[src/rtl/mpt_tlb.sv]
// MPT permission cache: fully-associative entries tagged by physical page number and SDID.
// Misses issue one walk to the PTW and refill from the result before answering.
module mpt_tlb #(
  parameter int TLB_ENTRIES = 8,
  parameter int PLEN        = 56,
  parameter int SDID_LEN    = 6,
  parameter int CNT_W       = 32
) (
  input  logic                clk_i,
  input  logic                rst_ni,
  input  logic                flush_i,
  input  logic                req_valid_i,
  output logic                req_ready_o,
  input  logic [PLEN-1:0]     req_paddr_i,
  input  logic [SDID_LEN-1:0] req_sdid_i,
  input  logic [1:0]          req_access_i,
  output logic                resp_valid_o,
  output logic                resp_allow_o,
  output logic                resp_fault_o,
  output logic                ptw_req_valid_o,
  input  logic                ptw_req_ready_i,
  output logic [PLEN-1:0]     ptw_req_paddr_o,
  output logic [SDID_LEN-1:0] ptw_req_sdid_o,
  input  logic                ptw_resp_valid_i,
  input  logic [1:0]          ptw_resp_perm_i,
  input  logic                ptw_resp_error_i,
  output logic [CNT_W-1:0]    hit_cnt_o,
  output logic [CNT_W-1:0]    miss_cnt_o
);

  localparam int IDX_W = $clog2(TLB_ENTRIES);
  localparam int PPN_W = PLEN - 12;

  typedef enum logic [2:0] {IDLE, LOOKUP, WALK_REQ, WALK_WAIT, RESPOND} state_t;

  state_t state, state_next;

  logic [PLEN-1:0]     paddr_q;
  logic [SDID_LEN-1:0] sdid_q;
  logic [1:0]          access_q;
  logic [1:0]          perm_q;
  logic                error_q;
  logic                nofill_q;

  logic [TLB_ENTRIES-1:0] valid;
  logic [PPN_W-1:0]       entry_ppn  [TLB_ENTRIES];
  logic [SDID_LEN-1:0]    entry_sdid [TLB_ENTRIES];
  logic [1:0]             entry_perm [TLB_ENTRIES];
  logic [IDX_W-1:0]       ptr;

  logic [CNT_W-1:0] hit_cnt, miss_cnt;

  logic             hit;
  logic [1:0]       hit_perm;
  logic             free_found;
  logic [IDX_W-1:0] victim;
  logic             accept;
  logic             refill;

  function automatic logic perm_ok(input logic [1:0] perm, input logic [1:0] access);
    case (access)
      2'b01:   perm_ok = (perm != 2'b00);
      2'b10:   perm_ok = perm[1];
      2'b11:   perm_ok = perm[0];
      default: perm_ok = 1'b0;
    endcase
  endfunction

  assign req_ready_o = (state == IDLE) && !flush_i;
  assign accept      = req_valid_i && req_ready_o;
  assign refill      = (state == WALK_WAIT) && ptw_resp_valid_i && !ptw_resp_error_i &&
                       !nofill_q && !flush_i;

  always_comb begin
    hit      = 1'b0;
    hit_perm = 2'b00;
    for (int i = 0; i < TLB_ENTRIES; i++) begin
      if (valid[i] && entry_ppn[i] == paddr_q[PLEN-1:12] && entry_sdid[i] == sdid_q) begin
        hit      = 1'b1;
        hit_perm = entry_perm[i];
      end
    end
  end

  // Descending scan so the lowest-index free slot is the one that sticks.
  always_comb begin
    free_found = 1'b0;
    victim     = ptr;
    for (int i = TLB_ENTRIES - 1; i >= 0; i--) begin
      if (!valid[i]) begin
        free_found = 1'b1;
        victim     = IDX_W'(i);
      end
    end
  end

  always_ff @(posedge clk_i or negedge rst_ni) begin
    if (!rst_ni) state <= IDLE;
    else         state <= state_next;
  end

  always_comb begin
    state_next      = state;
    resp_valid_o    = 1'b0;
    resp_allow_o    = 1'b0;
    resp_fault_o    = 1'b0;
    ptw_req_valid_o = 1'b0;
    ptw_req_paddr_o = '0;
    ptw_req_sdid_o  = '0;
    case (state)
      IDLE: if (accept) state_next = LOOKUP;
      LOOKUP: begin
        if (hit) begin
          resp_valid_o = 1'b1;
          resp_allow_o = perm_ok(hit_perm, access_q);
          state_next   = IDLE;
        end else begin
          state_next = WALK_REQ;
        end
      end
      WALK_REQ: begin
        ptw_req_valid_o = 1'b1;
        ptw_req_paddr_o = paddr_q;
        ptw_req_sdid_o  = sdid_q;
        if (ptw_req_ready_i) state_next = WALK_WAIT;
      end
      WALK_WAIT: if (ptw_resp_valid_i) state_next = RESPOND;
      RESPOND: begin
        resp_valid_o = 1'b1;
        resp_fault_o = error_q;
        resp_allow_o = !error_q && perm_ok(perm_q, access_q);
        state_next   = IDLE;
      end
      default: state_next = IDLE;
    endcase
  end

  // A flush seen anywhere in the walk window suppresses the refill of that walk.
  always_ff @(posedge clk_i or negedge rst_ni) begin
    if (!rst_ni) begin
      paddr_q  <= '0;
      sdid_q   <= '0;
      access_q <= 2'b00;
      perm_q   <= 2'b00;
      error_q  <= 1'b0;
      nofill_q <= 1'b0;
    end else begin
      if (accept) begin
        paddr_q  <= req_paddr_i;
        sdid_q   <= req_sdid_i;
        access_q <= req_access_i;
        nofill_q <= 1'b0;
      end else if ((state == WALK_REQ || state == WALK_WAIT) && flush_i) begin
        nofill_q <= 1'b1;
      end
      if (state == WALK_WAIT && ptw_resp_valid_i) begin
        perm_q  <= ptw_resp_perm_i;
        error_q <= ptw_resp_error_i;
      end
    end
  end

  always_ff @(posedge clk_i or negedge rst_ni) begin
    if (!rst_ni) begin
      valid <= '0;
      ptr   <= '0;
    end else begin
      if (flush_i)     valid         <= '0;
      else if (refill) valid[victim] <= 1'b1;
      if (refill && !free_found) ptr <= ptr + IDX_W'(1);
    end
  end

  always_ff @(posedge clk_i) begin
    if (refill) begin
      entry_ppn[victim]  <= paddr_q[PLEN-1:12];
      entry_sdid[victim] <= sdid_q;
      entry_perm[victim] <= ptw_resp_perm_i;
    end
  end

  always_ff @(posedge clk_i or negedge rst_ni) begin
    if (!rst_ni) begin
      hit_cnt  <= '0;
      miss_cnt <= '0;
    end else if (state == LOOKUP) begin
      if (hit && hit_cnt != '1)        hit_cnt  <= hit_cnt + CNT_W'(1);
      else if (!hit && miss_cnt != '1) miss_cnt <= miss_cnt + CNT_W'(1);
    end
  end

  assign hit_cnt_o  = hit_cnt;
  assign miss_cnt_o = miss_cnt;

endmodule

[config.mk]
export PLATFORM = sky130hd
export DESIGN_NAME = mpt_tlb
export DESIGN_NICKNAME = d
export VERILOG_FILES = /design/src/rtl/mpt_tlb.sv
export SDC_FILE = /design/constraint.sdc
export NUM_CORES = 1
export LEC_CHECK = 0
export BUFFER_PORTS_ARGS = -buffer_cell sky130_fd_sc_hd__buf_2
export CAP_MARGIN = 20
export CORE_MARGIN = 2
export CORE_UTILIZATION = 64
export DETAILED_ROUTE_END_ITERATION = 8
export MAX_ROUTING_LAYER = met4
export PLACE_DENSITY = 0.92
export SLEW_MARGIN = 0
export SYNTH_ARGS = -nofsm -noshare
export SYNTH_HDL_FRONTEND = slang
export SYNTH_SLANG_ARGS = --single-unit
[constraint.sdc]
create_clock -name clk_i -period 11.3 [get_ports clk_i]
set_clock_uncertainty 0.2 [all_clocks]
set_input_delay 1.13 -clock clk_i [delete_from_list [all_inputs] [get_ports clk_i]]
set_output_delay 1.13 -clock clk_i [all_outputs]
set_load 0.02 [all_outputs]
# Word-level counts from Yosys, hierarchy flattened
# Memories as Yosys holds them, arrays and structs flattened.
# Index checks and enable logic that the tools add are counted.
# W data, S select, Z words.
word_totals:
  ff_bits: 146
  latch_bits: 0
  mem_bits_rw: 416
  mem_bits_ro: 0
  memories: 3
memory_table:
  columns: ["name", "depth", "width", "rd", "rd_ports_with_merged_regs", "write_ports", "line_no", "source"]
  rows:
  - ["entry_ppn", 8, 44, 8, 0, 1, "46", "logic [PPN_W-1:0] entry_ppn [TLB_ENTRIES];"]
  - ["entry_sdid", 8, 6, 8, 0, 1, "47", "logic [SDID_LEN-1:0] entry_sdid [TLB_ENTRIES];"]
  - ["entry_perm", 8, 2, 8, 0, 1, "48", "logic [1:0] entry_perm [TLB_ENTRIES];"]
classes:
  addsub: 3
  multipliers: 0
  div: 0
  n_lt_le_gt_ge: 2
  eq_ne: 28
  n_shift: 0
  muxes: 56
  n_bitwise: 2
  reduce_logical: 43
ops:
  columns: ["cell", "count"]
  rows:
  - ["$eq A44 B44 Y1", 8]
  - ["$add A32 B1 Y32 const B", 2]
  - ["$ne A32 B32 Y1 const B", 2]
  - ["$mux W56", 1]
  - ["$eq A6 B6 Y1", 8]
  - ["$mux W3", 11]
  - ["$logic_and A1 B1 Y1", 28]
  - ["$mux W1", 26]
  - ["$mux W2", 9]
  - ["$mux W8", 2]
  - ["$pmux W3 S4", 1]
  - ["$or A8 B8 Y8", 1]
  - ["$reduce_bool A2 Y1", 4]
  - ["$eq A3 B2 Y1 const B", 2]
  - ["$logic_not A1 Y1", 6]
  - ["$mux W6", 1]
  - ["$ne A2 B2 Y1 const B", 3]
  - ["$pmux W1 S3", 2]
  - ["$reduce_and A3 Y1", 2]
  - ["$eq A2 B2 Y1 const B", 2]
  - ["$lt A3 B4 Y1 const B", 1]
  - ["$pmux W1 S2", 2]
  - ["$add A3 B1 Y3 const B", 1]
  - ["$demux W1 S3", 1]
  - ["other kinds (8)", 8]

# Longest topological paths before layout
# An unclocked memory read counts as a cell.
depth:
  depth_word: 16
  mapped_depth: 11
  depth_no_buf: 9

# Worst setup path before layout
# Ideal clock, no wire load.
synth_timing:
  path_kind: "in2reg"
  startpoint: "in ptw_resp_valid_i"
  endpoint: "mem entry_perm[5][0], enable pin"
  arrival_time_ps: 5774
  path_slack_ps: 4798
  stages: 4
  cell_sequence: "nand3_1 -> or4_1 -> or3_1 -> nor3_1"
synth_via:
  elab_chain_len: 6
synth_lines:
  columns: ["element", "line_no", "source"]
  rows:
  - ["from (decl)", "24", "input logic ptw_resp_valid_i,"]
  - ["$logic_and A1 B1 Y1 (3 in a row)", "71", "assign refill = (state == WALK_WAIT) && ptw_resp_valid_i && !ptw_resp_error_i &&"]
  - ["$logic_and A1 B1 Y1", "72", "!nofill_q && !flush_i;"]
  - ["$mux W1", "175", "if (refill) begin"]
  - ["$mux W1 (not written as such)", "178", "entry_perm[victim] <= ptw_resp_perm_i;"]
  - ["to (decl)", "48", null]
# Every way passes these cells.

# Worst setup path in the final report
layout_timing:
  startpoint: "reg paddr_q[40]"
  endpoint: "out resp_allow_o"
layout_via:
  elab_chain_len: 15
  elab_cells_between_ends: 44
layout_lines:
  columns: ["element", "line_no", "source"]
  rows:
  - ["from (decl)", "38", "logic [PLEN-1:0] paddr_q;"]
  - ["from (signal assigned)", "149", "paddr_q <= req_paddr_i;"]
  - ["$eq A44 B44 Y1", "78", "if (valid[i] && entry_ppn[i] == paddr_q[PLEN-1:12] && entry_sdid[i] == sdid_q) begin"]
  - ["$logic_and A1 B1 Y1 (2 in a row)", "78", null]
  - ["$mux W2 (8 in a row)", "78", null]
  - ["$reduce_bool A2 Y1", "62", "2'b01: perm_ok = (perm != 2'b00);"]
  - ["$pmux W1 S3", "61", "case (access)"]
  - ["$mux W1 (*)", "113", "if (hit) begin"]
  - ["$pmux W1 S2 (*)", "110", "case (state)"]
  - ["to (decl)", "18", "output logic resp_allow_o,"]
# Mark *: on every way between the ends. The rest lies on a longest branch, timed or not.

==> metrics.cfg <==
[global_routing]
grt_max_degree=81
gr-total-overflow=0
antenna_found_initial=1
grt_pass1_vias=15700
grt_usage=0.354
grt_pass1_wl_um=97800

[setup_path]
cpMaxStageDelayCell=dfrtp_1
reg2reg_from=paddr_q[44]
critical-path-max-stage-delay_ns=1.10
crit_top_cell=nand4_1
worst-path-stages=10
crit_required_ns=9.97
reg2reg_to=miss_cnt_o[7]
path_max_fanout=18
critical_path.endpoint_type=output port
r2r_setup_slack_ns=6.87
setup.worst_path.class=register to output port
start_kind=register
crit_chain=xnor2_1, nand4_1, nor4_1, nand4_1, nor3b_1, o311ai_0, o2111ai_1, a31oi_1, o21ai_0, buf_2
cpLargestDelayFamily=simple AND/OR/NAND/NOR gates
reg2reg_depth=9
critPathBufInv=1
cp.arrival_ns=4.66

[die]
dieArea_um2=39000
io_pins=204
initial_core_util=0.652
rows=70
dieWidth_um=198
die_h_um=198
coreArea_um2=36800

[clock_network]
post-cts-setup-buffer-count=0
cts_tree=built
htreeDepth=2
clock_latency_ns=0.61
clockBufferDepth=3
cts-resized-gates=0
cts_root_buffer=clkbuf_16
clk_pin_slew_ns=0.06
cts_buffers=54
cts_hold_buf=0
clock-sinks=562

[timing]
finalSetupViolCount=0
period_minus_slack_ns=5.99
max_slew_margin=0.233
fin_crit_sh=0.530
fin_setup_tns_ns=0
rsz0062_at_grt=no
finalHoldViolations=0
slew_violations=0
fmax_mhz=167
worstMarginPinSlew_ns=1.15
whs_ns=0.268

[pwr]
p_per_area_nw_per_um2=243
leakage_nw=10.1
vdd_ir_drop_max_mv=0.186

[cells_and_area]
stdcell_area_um2=27400
nets=2030
syn2layout_area_growth_pct=14.3
multi_input_area_um2=7440
fillers=2043
finalNonFillerCells=2468
finish.utilization=0.745
final-seq-area_um2=16100
drive_above_1_share=0.172
final_cell_mix=455 x xnor2_1, 416 x edfxtp_1, 231 x nand2_1
final_common_cell=xnor2_1

[detailed_routing]
wl_per_cell_um=26.2
final_antenna_net_count=0
routed_wl_um=64700
detail_route.vias_per_cell=6.23
route.detailed.drc=0
via_count=15400
drt_iter0_drc=1993
firstDrtPassIters=5

[logic_synthesis]
syn_area_per_cell_um2=13.8
yosysTopAreaCell=edfxtp_1
ys_seq_area_frac=0.673
synth-edff-count=416
synthTopCellsByArea=edfxtp_1 52%, xnor2_1 17%, dfrtp_1 15%
syn_nets=1820
synth_top_area_frac=0.521
synthesis.area_um2=24000
synth-seq-cells=562
syn_inst=1744
synth-async-reset-ratio=0.260
ys_warn_count=0
synth_cell_types=51
synth_ff_type=edfxtp_1

[placed_design]
hpwl_um=39500
place_inst=2366
io_buffers=203
place_congestion=0.933
place_area_um2=25500

[flow_run]
maxCapViolations=0

[outcome]
outcome=finished clean

[hold_path]
holdPathStages=2
hp-class=register to register
hold_path.startpoint=paddr_q[2]
min_to=paddr_q[2]

worst max path at each step:
stage / startpoint / to / slack [ns]
after floorplan: ptw_resp_valid_i / entry_perm[5][0] / 4.80
final: paddr_q[40] / resp_allow_o / 5.31
after CTS: paddr_q[44] / resp_allow_o / 5.44
after detailed placement: paddr_q[44] / resp_allow_o / 6.20
after global placement: paddr_q[44] / resp_allow_o / 6.33
after global routing: paddr_q[44] / resp_allow_o / 5.22
worst min-delay path, delay by kind of cell (launching register included):
kind | cells | cell delay (ns)
flops | 1 | 0.34
simple gates | 2 | 0.10
layer usage:
| layer | part of all wire | routed length, µm | track usage | up-vias |
|---|---|---|---|---|
| met5 | 0 | 0 | - | - |
| met4 | 0.052 | 3340 | 0.161 | 0 |
| met3 | 0.12 | 7550 | 0.0796 | 207 |
| met2 | 0.47 | 30600 | 0.541 | 1120 |
| met1 | 0.36 | 23300 | 0.458 | 7530 |
| li1 | - | - | - | 6520 |
sequential cells by signal, summed over array words and instances (netlist names):
name / cells
entry_ppn: 352
paddr_q: 56
entry_sdid: 48
hit_cnt_o: 32
miss_cnt_o: 32
entry_perm: 16
valid: 8
sdid_q: 6
ptr: 3
state: 3
access_q: 2
perm_q: 2
error_q: 1
nofill_q: 1
power by group:
group          internal [W]  switching, W  total (W)
combinational      0.000663       0.00102    0.00168
clock               0.00116      0.000784    0.00194
sequential          0.00254      0.000486    0.00303
total               0.00436       0.00229    0.00665
kinds of logic (layout without fill, tap and decap cells):
group / after synthesis / after routing / share of synthesized area
mux: 5 / 5 / 0.00230
simple gates: 575 / 575 / 0.122
xor+xnor: 462 / 462 / 0.169
compound gates: 37 / 37 / 0.0123
other cells: 0 / 1 / 0
buf+inv: 100 / 355 / 0.0194
fa+ha+maj: 3 / 3 / 0.00157
flops: 562 / 562 / 0.673
layout make-up:
type                            instances  area share
Antenna cell                            1   0.0000913
Clock buffer                           75      0.0563
Clock inverter                         26      0.0130
Inverter                               19     0.00260
Multi-Input combinational cell       1082       0.271
Sequential cell                       562       0.589
Tap cell                              468      0.0214
Timing Repair Buffer                  235      0.0461
Yosys cell counts, types with 5 or more instances:
| library cell | number |
|---|---|
| clkbuf_1 | 22 |
| o21ai_0 | 7 |
| nand4_1 | 127 |
| a21o_1 | 5 |
| nor4_1 | 18 |
| xnor2_1 | 455 |
| nand2_1 | 232 |
| edfxtp_1 | 416 |
| nor3_1 | 14 |
| and4_1 | 6 |
| nand3_1 | 40 |
| xor2_1 | 7 |
| inv_1 | 19 |
| nor2b_1 | 6 |
| and2_1 | 69 |
| dfrtp_1 | 146 |
| buf_2 | 51 |
| and4_4 | 5 |
| and3_1 | 18 |
| nor2_1 | 29 |
stage by stage:
stage / setup slack [ns] / power (W)
after floorplan: 4.80 / 0.00399
after global placement: 6.33 / 0.00457
after detailed placement: 6.20 / 0.00466
after CTS: 5.44 / 0.00661
after global routing: 5.22 / 0.00685
final: 5.31 / 0.00665
Power figures use the tool's default switching activity.
